### src/rtl/lat_monitor.sv
// rtl/lat_monitor.sv - cycle-based checker that models a set/reset latch and flags output mismatches
module lat_monitor #(
  parameter bit          ACTIVE_LOW = 1'b0,
  parameter int unsigned SETTLE     = 1,
  parameter int unsigned ERR_W      = 8
) (
  input  logic             clk,
  input  logic             rst,
  input  logic             en,
  input  logic             pre,
  input  logic             clr,
  input  logic             d,
  input  logic             q,
  input  logic             err_clr,
  output logic             exp_q,
  output logic             exp_valid,
  output logic             mismatch,
  output logic             fail,
  output logic [ERR_W-1:0] err_cnt,
  output logic [1:0]       state
);

  typedef enum logic [1:0] {
    ST_UNK    = 2'd0,
    ST_SETTLE = 2'd1,
    ST_CHECK  = 2'd2
  } state_t;

  localparam logic             POL       = ACTIVE_LOW;
  localparam logic [3:0]       SETTLE_LD = 4'(SETTLE);
  localparam logic [ERR_W-1:0] ERR_MAX   = '1;
  localparam logic [ERR_W-1:0] ERR_ONE   = {{(ERR_W-1){1'b0}}, 1'b1};

  state_t           state_q;
  logic [2:0]       prev_cpe;
  logic             prev_d;
  logic [3:0]       cnt;

  logic             c;
  logic             p;
  logic             e;
  logic [2:0]       cpe;
  logic             change;
  logic             do_cmp;
  logic             miss;
  logic [ERR_W-1:0] err_base;
  logic [ERR_W-1:0] err_next;

  assign state = state_q;

  // Normalise polarity, detect control/data changes and decide whether this edge is compared
  always_comb begin
    c        = clr ^ POL;
    p        = pre ^ POL;
    e        = en ^ POL;
    cpe      = {c, p, e};
    change   = (cpe != prev_cpe) || (e && !c && !p && (d != prev_d));
    do_cmp   = (state_q != ST_UNK) && exp_valid && (cnt == 4'd0) && !change;
    miss     = do_cmp && (q != exp_q);
    err_base = err_clr ? '0 : err_cnt;
    err_next = (miss && (err_base != ERR_MAX)) ? (err_base + ERR_ONE) : err_base;
  end

  // Reference latch model: clear beats preset beats enable, otherwise hold
  always_ff @(posedge clk) begin
    if (rst) begin
      exp_q     <= 1'b0;
      exp_valid <= 1'b0;
      prev_cpe  <= 3'b000;
      prev_d    <= 1'b0;
    end else begin
      if (c) begin
        exp_q <= 1'b0;
      end else if (p) begin
        exp_q <= 1'b1;
      end else if (e) begin
        exp_q <= d;
      end
      if (c || p || e) begin
        exp_valid <= 1'b1;
      end
      prev_cpe <= cpe;
      prev_d   <= d;
    end
  end

  // Grace counter: reload on every change, otherwise count down to zero
  always_ff @(posedge clk) begin
    if (rst) begin
      cnt <= 4'd0;
    end else if (change) begin
      cnt <= SETTLE_LD;
    end else if (cnt != 4'd0) begin
      cnt <= cnt - 4'd1;
    end
  end

  // Monitor phase: unknown until first defining event, then alternate between settling and checking
  always_ff @(posedge clk) begin
    if (rst) begin
      state_q <= ST_UNK;
    end else begin
      case (state_q)
        ST_UNK: begin
          if (c || p || e) begin
            state_q <= ST_SETTLE;
          end
        end
        ST_SETTLE: begin
          if ((cnt == 4'd0) && !change) begin
            state_q <= ST_CHECK;
          end
        end
        ST_CHECK: begin
          if (change) begin
            state_q <= ST_SETTLE;
          end
        end
        default: state_q <= ST_UNK;
      endcase
    end
  end

  // Error reporting: one-cycle pulse, sticky flag and saturating count; err_clr clears before counting
  always_ff @(posedge clk) begin
    if (rst) begin
      mismatch <= 1'b0;
      fail     <= 1'b0;
      err_cnt  <= '0;
    end else begin
      mismatch <= miss;
      fail     <= (fail && !err_clr) || miss;
      err_cnt  <= err_next;
    end
  end

endmodule

### config.mk
export PLATFORM = sky130hd
export DESIGN_NAME = lat_monitor
export DESIGN_NICKNAME = d
export VERILOG_FILES = /design/src/rtl/lat_monitor.sv
export SDC_FILE = /design/constraint.sdc
export NUM_CORES = 1
export LEC_CHECK = 0
export ABC_AREA = 0
export CAP_MARGIN = 40
export CORE_MARGIN = 1.5
export CORE_UTILIZATION = 54
export CTS_CLUSTER_SIZE = 24
export DETAILED_ROUTE_END_ITERATION = 10
export DONT_BUFFER_PORTS = 1
export PLACE_DENSITY = 0.81
export SLEW_MARGIN = 20
export SYNTH_ARGS = -nofsm -noshare
export SYNTH_HDL_FRONTEND = slang
export SYNTH_SLANG_ARGS = --single-unit
### constraint.sdc
create_clock -name clk -period 1.87 [get_ports clk]
set_input_delay 0.4675 -clock clk [delete_from_list [all_inputs] [get_ports clk]]
set_output_delay 0.4675 -clock clk [all_outputs]
set_load 0.1 [all_outputs]
==> impl_results.md, run 1 <==
* Leakage power at 0.000517 uW
* FMAX at 0.525 GHz
* Nets at 154
* Req. time, crit path at 2.11 ns
* # rows at 15
* Total power at 992 uW
* Placed cell count at 161
* Area Overhead vs Synth at 29.7%
* Synth Instances at 120
* Hold slack at 0.192 ns
* Cell Area, Placed at 1260 sq um
* Residual DRC at 0
* DP HPWL at 1.76 mm
* Hold buffers post-CTS at 0
* Status: complete, but fails checks
* Critical Path Max Stage Delay at 0.50 ns
* CTS root buf: clkbuf_4
* First-pass DRT Iterations at 5
* PwrDens at 716 nW/um^2
* Starting density of the core at 0.599
* Final GP Congestion at 0.875
* Initial antenna violation count at 0
* Mapped cell area at 1070 sq um
* Yosys top cell by area: dfxtp_1
* Vias in the first global route at 1005
* Final setup vio count at 1
* Die ar. at 2250 sq um
* Initial drt markers at 51
* Clk buf depth at 2
* Post-synthesis cell type count at 36
* CTS tree: built
* Worst endpoint data arrival time at 2.14 ns
* Number of buffers inserted by port buffering at 0
* Pin count of the biggest net entering global routing at 23
* Post-synth top area share at 0.412
* Core footprint at 1780 sq um
* CP Cell Sequence: inv_2, ha_4, nor3b_4, nor4b_4, nand3_2, or4_1, a21oi_1
* Die Span Y at 47.5 microns
* N_diodes at 0
* Type of the worst min-delay path: in2reg
* Die Wd at 47.5 microns
* CP max FO at 4
* Fillers at 121
* Crit Path Category: reg2reg
* Overall routing resource usage at 0.260
* Detailed Route WL at 2.62 mm
* Maximum vdd drop at 0.541 mV
* Top cells by area, synth: dfxtp_1 (41%), a21oi_1 (5.2%), nor2b_1 (4.7%)
* Period Utilization, post-route at 1.02
* # IOs at 22
* TritonCTS Sinks at 22
* Main synth FF type: dfxtp_1
* Post-synth EDFFs at 0
* Post-route antenna net violation count at 0
* Syn nets at 131
* Final min period at 1.90 ns
* Slew Viols, Final at 0
* First-pass GRT wire length at 4.14 mm
* Total CTS buffers at 3
* Final Skew at 0.0120 ns
* Layout cells sized above 1 at 0.373
* Slowest CP cell: or4_1
* Mean area per synthesized cell at 8.90 sq um
* Clock insertion delay at the later pin of the skew report at 0.32 ns
* PnR worst setup slack at -0.0340 ns
* Setup crit start kind: flip-flop
* Wire per inst at 15.7 microns
* Slew @ Worst Pin at 0.400 ns
* RSZ-0062 raised after global routing: yes
* Max-cap viol count at 0
* Final Cell Area at 1390 sq um
* Seq/Total Area, Yosys at 0.412
* Clock-pin slew of the registers on the worst-case setup and hold paths at 0.13 ns
* Violated checks: setup timing
* YS warnings at 0
* Final Hold Vio Count at 0
* Detailed-route vias per instance at 6.09
* Synth async-reset ratio at 0
* Yosys reg bits at 22
* H-tree Lvls at 1
* Relative slew slack at 0.732
* Grt total ovfl at 0
* DR vias at 1017
* Post-Layout Cell Count at 167
* CP Capture Type: flip-flop
[worst max-delay path: cells and delay by family, from the launching register on]
family | cells | cell delay (ns)
buf+inv | 1 | 0.08
fa+ha+maj | 1 | 0.13
compound gates | 1 | 0.14
simple gates | 4 | 1.12
flops | 1 | 0.36
[sequential cells by signal, indices dropped and copies added (netlist names)]
| register | cells |
|---|---|
| err_cnt | 8 |
| cnt | 4 |
| prev_cpe | 3 |
| state | 2 |
| exp_q | 1 |
| exp_valid | 1 |
| fail | 1 |
| mismatch | 1 |
| prev_d | 1 |
[final timing paths]
path,start,end,slack [ns],cells after the start
max,cnt[1],err_cnt[3],-0.03,7
min reg2reg,cnt[1],cnt[1],0.55,2
min,rst,err_cnt[6],0.19,1
max reg2reg,cnt[1],err_cnt[3],-0.03,7
[synthesized netlist by cell type (2+ instances only)]
cell type,count
clkbuf_1,3
nor2b_1,8
o21ai_0,3
nand2_1,6
ha_1,3
nand4_1,2
inv_1,8
xor2_1,3
mux2_2,2
nor3_1,8
a21oi_1,11
or3_1,4
nor4_1,2
nor2_1,6
a211oi_1,3
nand3_1,4
xnor2_1,4
dfxtp_1,22
[where the power goes]
part / switching [uW] / internal [uW] / leakage [uW]
registers: 7.18 / 476 / 0.000187
logic: 85.7 / 55.8 / 0.000302
clock network: 151 / 217 / 0.0000279
[kinds of logic after synthesis]
logic type | share of synthesized area
AO/OA/AOI/OAI | 0.159
XOR/XNOR | 0.0574
buffers and inverters | 0.0433
adder cells (fa/ha/maj) | 0.0351
AND/OR/NAND/NOR | 0.272
multiplexers | 0.0211
flip-flops | 0.412
[cell type report]
class	instances	area (sq um)	share of cell area
Timing Repair Buffer	22	169	0.122
Tap cell	25	31.3	0.0226
Inverter	8	30.0	0.0217
Multi-Input combinational cell	86	632	0.456
Sequential cell	22	472	0.340
Clock buffer	3	22.5	0.0162
Clock inverter	1	30.0	0.0217
[cells in the final DEF, fill, tap and decap left out, types with 2 or more instances in the layout]
master	count
clkbuf_4	3
nor3_1	8
a21oi_2	2
nor4_1	2
nor2b_1	8
inv_1	6
nand2_1	6
dfxtp_2	7
a21oi_1	9
ha_1	2
nand4_1	2
a211oi_1	3
or3_1	4
nor2_1	6
xnor2_1	4
dfxtp_1	9
buf_4	21
mux2_2	2
xor2_1	3
nand3_1	3
o21ai_0	3
inv_2	2
dfxtp_4	6
[per-stage QoR]
step | utilization | TNS (ns) | setup WS [ns]
after floorplan | - | 0 | 0.0241
after global placement | 0.709 | 0 | 0.0555
after detailed placement | 0.709 | -0.147 | -0.0665
after CTS | 0.758 | -0.0195 | -0.0195
after global routing | 0.778 | -0.361 | -0.108
final | 0.778 | -0.0340 | -0.0340
[layer usage]
metal  wire, microns  vias up  GRT usage
met5               0        -          0
met2            1310       57      0.468
met3             194       12     0.0604
met4              47        0     0.0889
li1                -      480          -
met1            1070      468      0.302
[repair_timing]
action / CTS / global route
cloned: 0 / 0
setup endpoints to repair: 6 / 8
setup buffers: 1 / 1
pin swaps: 5 / 4
resized for setup: 8 / 5
No activity file was read; power rests on OpenSTA's default activity.
==> run 2, diff against run 1 <==
--- a/config.mk
+++ b/config.mk
@@ -8,11 +8,12 @@
 export ABC_AREA = 0
 export CAP_MARGIN = 40
 export CORE_MARGIN = 1.5
-export CORE_UTILIZATION = 54
+export CORE_UTILIZATION = 63
 export CTS_CLUSTER_SIZE = 24
 export DETAILED_ROUTE_END_ITERATION = 10
 export DONT_BUFFER_PORTS = 1
-export PLACE_DENSITY = 0.81
+export PLACE_DENSITY = 0.88
+export SETUP_SLACK_MARGIN = 0.5
 export SLEW_MARGIN = 20
 export SYNTH_ARGS = -nofsm -noshare
 export SYNTH_HDL_FRONTEND = slang
==> constraint.sdc (replaced) <==
create_clock -name clk -period 2.25 [get_ports clk]
set_input_delay 0.5625 -clock clk [delete_from_list [all_inputs] [get_ports clk]]
set_output_delay 0.5625 -clock clk [all_outputs]
set_load 0.1 [all_outputs]
==> run 2 against run 1 <==
Effect of this change:
- the run now ends clean
- first-iteration DRC count grew to 3.9 times the previous value
- global-route usage grew 8.3 points
- final cell count shrank 3.0%
- design area grew 4.8%
- fmax shrank 8.0%
- critical path depth is the same
- worst hold slack gained 0.088 ns
- die area shrank 13%
- critical endpoint unchanged
- largest cell class unchanged
==> impl_results.md, run 2 (synthesized netlist as in run 1, its figures left out) <==
* Status: completed (was complete, but fails checks)
* First-pass DRT Iterations at 8 (was 5)
* TritonCTS Sinks at 22 (unchanged)
* Residual DRC at 0 (unchanged)
* Setup tns final at 0 ns (was -0.0340 ns)
* H-tree Lvls at 1 (unchanged)
* Worst endpoint data arrival time at 2.33 ns (was 2.14 ns)
* CTS tree: built (unchanged)
* N_diodes at 0 (unchanged)
* Die Wd at 44.2 microns (was 47.5 microns)
* Clk buf depth at 2 (unchanged)
* FMAX at 0.483 GHz (was 0.525 GHz)
* CP Cell Sequence: inv_2, ha_4, nor3b_4, nor4b_4, nand3_2, or4_1, a21oi_1 (unchanged)
* # IOs at 22 (unchanged)
* RSZ-0062 raised after global routing: yes (unchanged)
* HP Start: rst (unchanged)
* PwrDens at 498 nW/um^2 (was 716 nW/um^2)
* Reg with most FFs: err_cnt (unchanged)
* Total CTS buffers at 3 (unchanged)
* DR vias at 1238 (was 1017)
* Worst R2R Path Depth at 7 (unchanged)
* CP Capture Type: flip-flop (unchanged)
* RR Endpoint: err_cnt[3] (unchanged)
* Hold buffers post-CTS at 0 (unchanged)
* Clock share of power at 0.261 (was 0.371)
* Final setup vio count at 0 (was 1)
* Max FFs per register at 8 (unchanged)
* Slowest CP cell: or4_1 (unchanged)
* Slew @ Worst Pin at 0.467 ns (was 0.400 ns)
* Max-cap viol count at 0 (unchanged)
* Worst r2r src: cnt[0] (was cnt[1])
* Pre-CTS setup slack at 0.128 ns (was -0.0665 ns)
* Slew Viols, Final at 0 (unchanged)
* Starting density of the core at 0.693 (was 0.599)
* Nets at 159 (was 154)
* Leading cell types in the layout, fill and taps excluded: buf_4 (25), a21oi_1 (9), dfxtp_2 (8), dfxtp_1 (8), nor3_1 (7) (was buf_4 (21), a21oi_1 (9), dfxtp_1 (9))
* Number of buffers inserted by port buffering at 0 (unchanged)
* Core footprint at 1540 sq um (was 1780 sq um)
* Maximum vdd drop at 0.561 mV (was 0.541 mV)
* Grt total ovfl at 0 (unchanged)
* Req. time, crit path at 2.51 ns (was 2.11 ns)
* Period Utilization, post-route at 0.920 (was 1.02)
* Most common cell after layout, fill and taps aside: buf_4 (unchanged)
* Area Overhead vs Synth at 35.9% (was 29.7%)
* CTS root buf: clkbuf_4 (unchanged)
* Final Hold Vio Count at 0 (unchanged)
* Seq pwr share at 0.557 (was 0.487)
* Post-route antenna net violation count at 0 (unchanged)
* DP HPWL at 1.74 mm (was 1.76 mm)
* Buf/Inv on CP at 1 (unchanged)
* Detailed Route WL at 4.13 mm (was 2.62 mm)
* Die ar. at 1950 sq um (was 2250 sq um)
* Reg-to-reg setup timing slack at 0.18 ns (was -0.03 ns)
* Initial antenna violation count at 0 (unchanged)
* First-pass GRT wire length at 4.90 mm (was 4.14 mm)
* Clock-pin slew of the registers on the worst-case setup and hold paths at 0.13 ns (about the same)
* Top flop regs: err_cnt: 8 flops, cnt: 4 flops, prev_cpe: 3 flops (unchanged)
* Pin count of the biggest net entering global routing at 23 (unchanged)
* Type of the worst min-delay path: in2reg (unchanged)
* Total power at 723 uW (was 992 uW)
* Top delay family on crit path: simple AND/OR/NAND/NOR gates (unchanged)
* Final min period at 2.07 ns (was 1.90 ns)
* Wire per inst at 25.5 microns (was 15.7 microns)
* Switching Share at 0.300 (was 0.246)
* Final GP Congestion at 0.813 (was 0.875)
* CP max FO at 6 (was 4)
* Setup crit start kind: flip-flop (unchanged)
* Clock insertion delay at the later pin of the skew report at 0.32 ns (about the same)
* PnR worst setup slack at 0.180 ns (was -0.0340 ns)
* P_int at 506 uW (was 748 uW)
* Sw power at 217 uW (was 244 uW)
* # rows at 14 (was 15)
* Crit Path Category: reg2reg (unchanged)
* Die Span Y at 44.2 microns (was 47.5 microns)
* Overall routing resource usage at 0.344 (was 0.260)
* Crit path depth at 7 (unchanged)
* Hold endpoint: err_cnt[5] (was err_cnt[6])
* Initial drt markers at 197 (was 51)
* Leakage power at 0.000527 uW (was 0.000517 uW)
* Layout cells sized above 1 at 0.466 (was 0.373)
* Relative slew slack at 0.686 (was 0.732)
* Vias in the first global route at 1073 (was 1005)
* WHS Path Cells at 1 (unchanged)
* Critical Path Max Stage Delay at 0.54 ns (was 0.50 ns)
* Final Skew at 0.00935 ns (was 0.0120 ns)
* Detailed-route vias per instance at 7.64 (was 6.09)
* Combinational Power Share at 0.182 (was 0.143)
## run 2: cell count changes in the layout (fill, tap and decap cells not counted), sizes merged
cell    change
buf         +5
bufinv      -1
## run 2: what timing repair did
action | CTS | global route
endpoints found under the setup margin | 8 | 8
buffers inserted | 11 | 2
pin swaps | 3 | 5
gates resized for setup | 7 | 10
## run 2: routing by layer
metal	part of all wire	up-vias	track usage
li1	-	484	-
met1	0.32	558	0.415
met2	0.45	138	0.585
met3	0.13	58	0.0857
met4	0.096	0	0.133
met5	0	-	0
## run 2: how the worst max path moves through the flow
stage               startpoint    endpoint
floorplan               cnt[1]  err_cnt[0]
global placement        cnt[1]  err_cnt[3]
detailed placement      cnt[0]  err_cnt[4]
CTS                     cnt[1]  err_cnt[3]
global route            cnt[1]  err_cnt[6]
finish                  cnt[0]  err_cnt[3]
## run 2: final cells by class
class | count | area, sq um
Multi-Input combinational cell | 86 | 697
Sequential cell | 22 | 473
Clock buffer | 3 | 22.5
Fill cell | 51 | 88.8
Timing Repair Buffer | 27 | 210
Tap cell | 16 | 20.0
Inverter | 8 | 30.0
## run 2: metrics by stage
stage          instance area, sq um  cells  hold WS (ns)  utilization
6_report                       1450    162         0.280        0.942
5_1_grt                        1450    162         0.285        0.942
4_1_cts                        1400    160         0.294        0.906
3_5_place_dp                   1260    146         0.524        0.817
3_3_place_gp                   1260    146         0.518        0.817
2_1_floorplan                  1170    120         0.502            -
## run 2: power groups by stage
| stage | combinational [uW] | clock (uW) | sequential [uW] |
|---|---|---|---|
| 2_1_floorplan | 64.9 | 0 | 441 |
| 3_3_place_gp | 100 | 0 | 409 |
| 3_5_place_dp | 104 | 0 | 410 |
| 4_1_cts | 114 | 179 | 401 |
| 5_1_grt | 134 | 195 | 403 |
| 6_report | 132 | 188 | 403 |
